`src/rtl/seq_window_checker_sat_counter.sv`:
```
// Saturating accumulator: adds a small per-cycle increment, sticks at all-ones.
module sat_counter #(
  parameter int CNT_W = 16,
  parameter int INC_W = 2
) (
  input  logic             clk,
  input  logic             rst_n,
  input  logic             clr,
  input  logic [INC_W-1:0] inc,
  output logic [CNT_W-1:0] count
);
  // One spare bit above the wider operand so the sum never wraps.
  localparam int SUM_W = ((CNT_W > INC_W) ? CNT_W : INC_W) + 1;
  localparam logic [SUM_W-1:0] CNT_MAX = SUM_W'({CNT_W{1'b1}});

  logic [SUM_W-1:0] sum;

  // Full-width sum of the current count and this cycle's increment.
  always_comb begin
    sum = SUM_W'(count) + SUM_W'(inc);
  end

  // Clamp the whole increment at all-ones; clear wins over counting.
  always_ff @(posedge clk or negedge rst_n) begin
    if (!rst_n) begin
      count <= '0;
    end else if (clr) begin
      count <= '0;
    end else if (sum > CNT_MAX) begin
      count <= '1;
    end else begin
      count <= sum[CNT_W-1:0];
    end
  end
endmodule

```
`config.mk`:
```
export PLATFORM = sky130hd
export DESIGN_NAME = sat_counter
export DESIGN_NICKNAME = d
export VERILOG_FILES = /design/src/rtl/seq_window_checker_sat_counter.sv
export SDC_FILE = /design/constraint.sdc
export NUM_CORES = 1
export LEC_CHECK = 0
export ABC_AREA = 1
export CORE_ASPECT_RATIO = 1.75
export CORE_MARGIN = 8
export CORE_UTILIZATION = 35
export DETAILED_ROUTE_END_ITERATION = 7
export GPL_ROUTABILITY_DRIVEN = 0
export PLACE_DENSITY = 0.68
export SLEW_MARGIN = 20
export SYNTH_ARGS = -nofsm -noshare
export SYNTH_HDL_FRONTEND = slang
export SYNTH_SLANG_ARGS = --single-unit
```
`constraint.sdc`:
```
create_clock -name clk -period 2.9 [get_ports clk]
set_input_delay 0.29 -clock clk [delete_from_list [all_inputs] [get_ports clk]]
set_output_delay 0.29 -clock clk [all_outputs]
set_load 0.01 [all_outputs]
```
==> metrics.md <==
| Metric | Value |
|---|---|
| FF-to-FF setup slack | 1040 ps |
| Yosys top cell by area | dfrtp_1 |
| Crit path DAT | ~2000 ps |
| Setup-failing EPs final | 0 |
| Vias in the first global route | just under 900 |
| DPL Wire Length | 1710 µm |
| Reg-to-reg endpoint | count[15]$_DFF_PN0_ |
| Crit share post-route | 67.1% |
| Top-area cell type share of the netlist area | roughly two fifths |
| Multi-input gate area | approximately 520 µm² |
| Largest delay share family, worst path | buffers and inverters |
| Worst skew pair latency | 250 ps |
| Die Area | roughly 4800 µm² |
| Area growth syn-to-layout | 26.2% |
| RSZ-0062 raised after global routing | no |
| Synth Cell Area | between 900 and 1000 µm² |
| Fill count | approximately 270 |
| Syn. warnings | 0 |
| Unique masters post-synth | 22 |
| Critical path's largest stage delay | between 400 and 500 ps |
| Run status | complete, no violations |
| Max FO, Critical Path | 14 |
| DRC viols | 0 |
| CTS tree | built |
| Biggest register | count |
| Overall Power | approximately 0.00046 W |
| Seq cells post-synth | 16 |
| Crit. End Element | register |
| Fin nets | between 100 and 150 |
| Sequential power share | approximately 52% |
| Final core occ | between 40% and 50% |
| Sw power | about 0.00011 W |
| CTS max path bufs | 2 |
| Critical path depth in cells | 9 |
| DRT antenna net count | 0 |
| DR vias/cell | a little over 5 |
| Critical path type | input pin to register |
| Clk sinks | 16 |
| Max FFs per register | 16 |
| Die H | about 86 µm |
| Sequential area share after synthesis | between 40% and 50% |
| Crit-path cells | clkdlybuf4s50_1 -> ha_1 -> fa_1 -> nand2_2 -> nor2_4 -> nand3_4 -> nor2_4 -> inv_2 -> a21oi_1 |
| Max Transition Viols Final | 0 |
| Largest registers | count x16 |
| CTS Hold Buffers Added | 0 |
| Largest net degree at the start of global routing | 17 |
| CP Buf/Inv Count | 2 |
| FMAX | 514 MHz |
| Max-cap violation count | 0 |
| Peak supply drop | ~180 µV |
| Vias | roughly 830 |
| 1st-pass router iterations | 4 |
| R2R Path Start | count[0]$_DFF_PN0_ |
| Die Span X | 56.0 µm |
| Hold Vio Cnt, Final | 0 |
| Starting Density | a little over a third |
| Leading post-synthesis cells by cell area | dfrtp_1 41%, nand2_1 12%, a21oi_2 9.0% |
| CTS buffer count | 3 |
| Crit path top cell by count | nor2_4 |
| Reg2reg path depth | 8 |
| Port bufs | 20 |
| Pwr per Cell Area | roughly 380 nW/µm² |
| Cell-internal power | 0.000351 W |
| Initial antenna violation count | 0 |
| CP startpoint kind | input pin |
| Clk pwr share | a little over a third |
| H-tree levels | 1 |
| Initial DRC Count | 16 |
| Sequential cell area | 400 µm² |
| Leak | between 0.4 and 0.5 nW |
| Setup TNS | 0 ps |
| Least-Margin Pin Slew | around 800 ps |
| Top Ports | 21 |
| Hold Path Class | input pin to asynchronous set/reset pin |
| Post-CTS Resized | 0 |
| Synth Net Count | between 100 and 150 |
| Grt ovf | 0 |
| Wirelength, routed | 2230 µm |
| Synthesized instance count | 115 |
| Worst Clk Skew | around 2.5 ps |
| CTS root buf | clkbuf_8 |
| Share of cells above drive strength 1 | roughly 16% |
| Post-CTS setup buffer count | 0 |
| Total core area | 2690 µm² |
| Commonest non-fill, non-tap cell in the layout | nand2_1 |
| Average size of a mapped cell | 8.51 µm² |
| First-pass GRT wire length | 3990 µm |
| Worst-path clk slew | around 60 ps |
| CP max-delay cell | fa_1 |
| Drt wl/cell | 13.8 µm |
| Number of diodes | 0 |
| Rows | 25 |
| Tot GR Track Use | 9.97% |
| Final Critical Period | 1950 ps |
| Slew margin rel. | roughly 46% |
| Most frequent cells in the layout | 30 x nand2_1, 20 x clkdlybuf4s50_1, 16 x dfrtp_1 |
| Crit path required time | around 3000 ps |
| Net Sw Frac | between 20% and 30% |
| Gate power share | about an eighth |
-- Yosys cell counts (all sizes together) --
cell type,instances
a21o,1
a21oi,14
buf,1
clkbuf,2
dfrtp,16
fa,1
ha,2
inv,10
nand2,32
nand3,9
nand3b,1
nand4,4
nor2,14
o21ai,1
xnor2,3
xor2,4
-- worst register-to-register path, cell delays in order (launching register included) --
cell     delay, ps
dfrtp_1        380
ha_1           200
fa_1           440
nand2_2        120
nor2_4          70
nand3_4         70
nor2_4          40
inv_2          260
a21oi_1        120
-- area by class of cell --
type	instances	share of cell area, %
Clock buffer	3	3.34
Inverter	10	3.04
Multi-Input combinational cell	86	42.2
Sequential cell	16	32.4
Tap cell	27	2.74
Timing Repair Buffer	20	16.2
-- stage by stage --
step                      worst slack (ps)  cells  instance area (µm²)  hold WS, ps
after floorplan                       1170    115                  978        -5.59
after global placement                 715    159                 1190          608
after detailed placement               667    159                 1190          628
after CTS                              928    162                 1230          516
after global routing                   829    162                 1230          547
final                                  954    162                 1230          481
-- worst max-delay path by stage --
stage                  startpoint                  end  slack [ps]
2_1_floorplan  count[0]$_DFF_PN0_  count[10]$_DFF_PN0_        1170
3_3_place_gp               inc[0]   count[7]$_DFF_PN0_         710
3_5_place_dp               inc[0]  count[15]$_DFF_PN0_         670
4_1_cts                    inc[0]  count[15]$_DFF_PN0_         930
5_1_grt                    inc[0]  count[15]$_DFF_PN0_         830
6_report                   inc[0]  count[15]$_DFF_PN0_         950
-- logic make-up (layout without fill, tap and decap cells) --
kind of cell	Yosys count	after routing	share of synthesized area, %
and+or+nand+nor	60	60	30.2
adders and majority gates	3	3	4.60
buffers and inverters	13	33	5.75
DFF	16	16	40.9
AOI/OAI and AO/OA	16	16	12.3
xor gates and xnor gates	7	7	6.27
-- power by group through the flow --
stage	Combinational (W)	Sequential, W	Clock, W
2_1_floorplan	0.0000270	0.000245	0
3_3_place_gp	0.0000601	0.000243	0
3_5_place_dp	0.0000600	0.000243	0
4_1_cts	0.0000602	0.000239	0.000171
5_1_grt	0.0000658	0.000240	0.000184
6_report	0.0000585	0.000239	0.000167
-- per-layer routing --
metal  up-vias  wire [µm]  track usage [%]
met5         -          0                0
met4         0         56             5.27
li1        411          -                -
met3         4         91             2.07
met1       405        858             9.87
met2        14       1220             18.5
Power figures use the tool's default switching activity.
==> RTL edit 1, RTL diff (same flow settings) <==
Make the reset (`rst_n`) synchronous in one clocked block.
--- a/src/rtl/seq_window_checker_sat_counter.sv
+++ b/src/rtl/seq_window_checker_sat_counter.sv
@@ -23,3 +23,3 @@
   // Clamp the whole increment at all-ones; clear wins over counting.
-  always_ff @(posedge clk or negedge rst_n) begin
+  always_ff @(posedge clk) begin
     if (!rst_n) begin
Check against the original RTL: differs if rst_n is asserted again (counterexample within 4 cycles, from zero or initial values and one cycle with rst_n low); with rst_n held inactive, the same outputs for 10 cycles.
==> RTL edit 1 against the unedited design <==
Largest cell class unchanged. Sequential cell count is the same. Final area decreased by 0.71%. Setup slack improved by 0.094 ns. Register-to-register slack better by 0.16 ns. Critical path type unchanged. Non-clock buffer count stayed put. Global-route usage fell by 0.096 points. Fmax grew 5.1%. Wire length fell by 1.1%. Sequential share of layout area down 6.3 points. Synthesized area shrank 2.7%. Highest routed layer unchanged.
Power is not compared: it rests on default switching activity, and its combinational part moved more than twofold at a synthesized area within 25%.
==> RTL edit 1: results <==
export IMPL_tightestPinTransition_ns=0.5649
export IMPL_drive_gt1_share_pct=15.86
export IMPL_track_usage_pct=9.877
export IMPL_hp_class="flip-flop to flip-flop"
export IMPL_grt_first_pass_wirelength_mm=3.891
export IMPL_cts_sinks=16
export IMPL_dr_wl_met3_um=183
export IMPL_bufAreaShareNonClock_pct=16.33
export IMPL_power_density_nw_per_um2=364.8
export IMPL_ys_top_cells_by_count="nand2_1 (31), dfxtp_1 (16), inv_1 (16)"
export IMPL_firstDrtPassIters=4
export IMPL_multi_input_area_um2=549.3
export IMPL_synthFlopType="dfxtp_1"
export IMPL_yosys_area_share_xor_xnor_pct=7.359
export IMPL_postPlaceCellArea_um2=1171
export IMPL_worst_clock_skew_ns=0.005686
export IMPL_startpoint="inc[0]"
export IMPL_yosysWarningCount=0
export IMPL_cp_max_fo=16
export IMPL_use_met3_pct=4.185
export IMPL_clk_pin_slew_ns=0.06
export IMPL_netlist_top_cells_area="dfxtp_1 (34%), nand2_1 (12%), a21oi_2 (9.2%)"
export IMPL_dieArea_um2=4711
export IMPL_dp_cells=168
export IMPL_syn_inst=123
export IMPL_ys_seq_area_share_pct=33.64
export IMPL_vias=836
export IMPL_synth_fa_ha_area_share_pct=4.731
export IMPL_clock_buffers=4
export IMPL_cts_buffers=3
export IMPL_inverters=18
export IMPL_routedWlPerCell_um=12.81
export IMPL_ys_async_sr_fraction_pct=0
export IMPL_grt_max_degree=17
export IMPL_drt_met1_wl_um=895
export IMPL_synth_compound_area_share_pct=11.83
export IMPL_final_nets=154
export IMPL_arrival_ns=2.00
export IMPL_wl_met2_mm=1.055
export IMPL_multi_input_cells=87
export IMPL_ff_latch_area_um2=320.3
export IMPL_hpwl_mm=1.727
export IMPL_met2_usage_pct=16.29
export IMPL_vias_per_cell=4.860
export IMPL_cts_setup_buffers=0
export IMPL_drt_initial_drc_count=17
export IMPL_synth_nets=131
export IMPL_met1_usage_pct=9.777
export IMPL_fillers=261
export IMPL_grt_pass1_vias=882
export IMPL_synth_cell_types=26
export IMPL_r2r_start="count[0]"
export IMPL_slowest_stage="fa_1"
export IMPL_clk_share_pct=4.490
export IMPL_outcome="finished, final reports clean"
export IMPL_cts_max_level=1
-- RTL edit 1: path summary, 6_finish.rpt --
check                                  to  slack (ns)  cells after the start
worst min-delay path            count[15]        0.59                      4
worst min register to register  count[15]        0.59                      4
worst max register to register  count[14]        1.20                      8
worst max-delay path            count[14]        1.05                      9
-- RTL edit 1: worst max-delay path, delay by kind of cell --
kind / cells / cell delay (ns)
buffers and inverters: 2 / 0.43
and+or+nand+nor: 5 / 0.61
adders and majority gates: 2 / 0.67
-- RTL edit 1: where the power goes --
part	switching, µW	total, µW	internal [µW]	leakage [µW]
sequential	2.11	224	222	0.000129
clock	75.6	196	120	0.0000288
combinational	13.9	27.2	13.3	0.000347
total	91.6	447	356	0.000505
-- RTL edit 1: through the flow --
step	hold slack [ns]	setup slack (ns)
2_1_floorplan	0.4821	1.302
3_3_place_gp	0.5730	0.7905
3_5_place_dp	0.5837	0.7488
4_1_cts	0.5981	1.025
5_1_grt	0.6461	0.9361
6_report	0.5928	1.048
==> RTL edit 2, RTL diff (same flow settings) <==
Without the edit above. The parameter `INC_W` goes from 2 to 4.
--- a/src/rtl/seq_window_checker_sat_counter.sv
+++ b/src/rtl/seq_window_checker_sat_counter.sv
@@ -3,3 +3,3 @@
   parameter int CNT_W = 16,
-  parameter int INC_W = 2
+  parameter int INC_W = 4
 ) (
Interface: changed (resized inc); port bits go from 21 to 23. No check against the original RTL was run, so the function may have changed too.
==> RTL edit 2 against the unedited design <==
Wire length grew 25%. Setup slack lost 0.11 ns. Non-clock buffer count grew 2. Final area grew 16%. Worst hold slack gained 0.0021 ns. Synthesized area grew 14%. Sequential cell count is the same. Register-to-register slack lost 0.06 ns. Largest cell class unchanged.
Power is not compared: it rests on default switching activity, and its combinational part moved more than twofold at a synthesized area within 25%.
==> RTL edit 2: results <==
export IMPL_outcome="finished, final reports clean"
export IMPL_vias_per_cell=4.830
export IMPL_totalWireLength_mm=2.783
export IMPL_arrival_ns=2.26
export IMPL_reg2reg_slack_ns=0.98
export IMPL_worst_clock_skew_ns=0.001675
export IMPL_yosysWarningCount=0
export IMPL_drive_gt1_share_pct=9.392
export IMPL_synth_cell_types=21
export IMPL_track_usage_pct=11.53
export IMPL_timing_reg2reg_worst_path_depth=12
export IMPL_synth_compound_area_share_pct=6.517
export IMPL_ys_top_cells_by_count="nand2_1 (44), inv_1 (23), nor2_1 (19)"
export IMPL_hpwl_mm=2.155
export IMPL_yosys_area_share_xor_xnor_pct=2.360
export IMPL_tightestPinTransition_ns=0.7849
export IMPL_netlist_top_cells_area="dfrtp_1 (36%), nand2_1 (15%), nand3_1 (8.1%)"
export IMPL_wl_met2_mm=1.458
export IMPL_dr_wl_met3_um=219
export IMPL_grt_pass1_vias=1136
export IMPL_period_share_pct=70.84
export IMPL_numPortBuffers=22
export IMPL_fillers=334
export IMPL_drt_initial_drc_count=15
export IMPL_grt_first_pass_wirelength_mm=4.740
export IMPL_rr_endpoint="count[11]"
export IMPL_final_nets=194
export IMPL_cp_max_fo=15
export IMPL_synthFlopType="dfrtp_1"
export IMPL_postPlaceCellArea_um2=1373
export IMPL_cts_resized=0
export IMPL_slowest_stage="clkdlybuf4s50_1"
export IMPL_synth_nets=169
export IMPL_synth_fa_ha_area_share_pct=6.292
export IMPL_dp_slack_ns=0.5533
export IMPL_critPathMaxStageDelay_ns=0.46
export IMPL_drt_met1_wl_mm=1.006
export IMPL_ys_seq_area_share_pct=35.96
## RTL edit 2: worst register-to-register path: stages (launching register included)
cell and delay (ns):
dfrtp_1 0.35, ha_1 0.19, inv_1 0.06, fa_1 0.39, inv_1 0.09, nand3_1 0.08
nand2_2 0.13, inv_2 0.07, nor2_4 0.12, nand2_4 0.15, nand3_1 0.13, nand2_1 0.06
inv_1 0.06
## RTL edit 2: kinds of logic (layout without fill, tap and decap cells)
kind of cell,count (synthesis),after routing
compound gates,12,12
xor+xnor,3,3
fa+ha+maj,5,5
buf+inv,27,51
flops,16,16
simple gates,94,94
## RTL edit 2: routing by layer
metal | track usage [%] | up-vias
met5 | 0 | -
met4 | 8.434 | 0
met3 | 4.280 | 7
met2 | 19.72 | 25
met1 | 10.54 | 505
li1 | - | 545
## RTL edit 2: area by class of cell
type,instances,area share (%)
Tap cell,43,3.769
Sequential cell,16,28.05
Inverter,25,6.573
Timing Repair Buffer,22,15.43
Clock buffer,4,3.856
Multi-Input combinational cell,114,42.33
## RTL edit 2: through the flow
step	hold slack (ns)	util (%)	cells
after CTS	0.5142	45.93	224
final	0.4835	45.93	224
after detailed placement	0.5699	44.16	220
after global routing	0.5409	45.93	224
after global placement	0.5617	44.16	220
after floorplan	-0.005591	-	157
## RTL edit 2: worst min path at each step
| stage | start | end | slack [ns] |
|---|---|---|---|
| after floorplan | rst_n | count[0] | -0.006 |
| after global routing | rst_n | count[11] | 0.54 |
| after detailed placement | count[14] | count[14] | 0.57 |
| final | rst_n | count[5] | 0.48 |
| after CTS | rst_n | count[11] | 0.51 |
| after global placement | count[14] | count[14] | 0.56 |
## RTL edit 2: power by group
part	switching [µW]	leakage [µW]	internal [µW]
clock	90.2	0.0000288	121
sequential	20.8	0.000219	241
combinational	103	0.000456	84.9
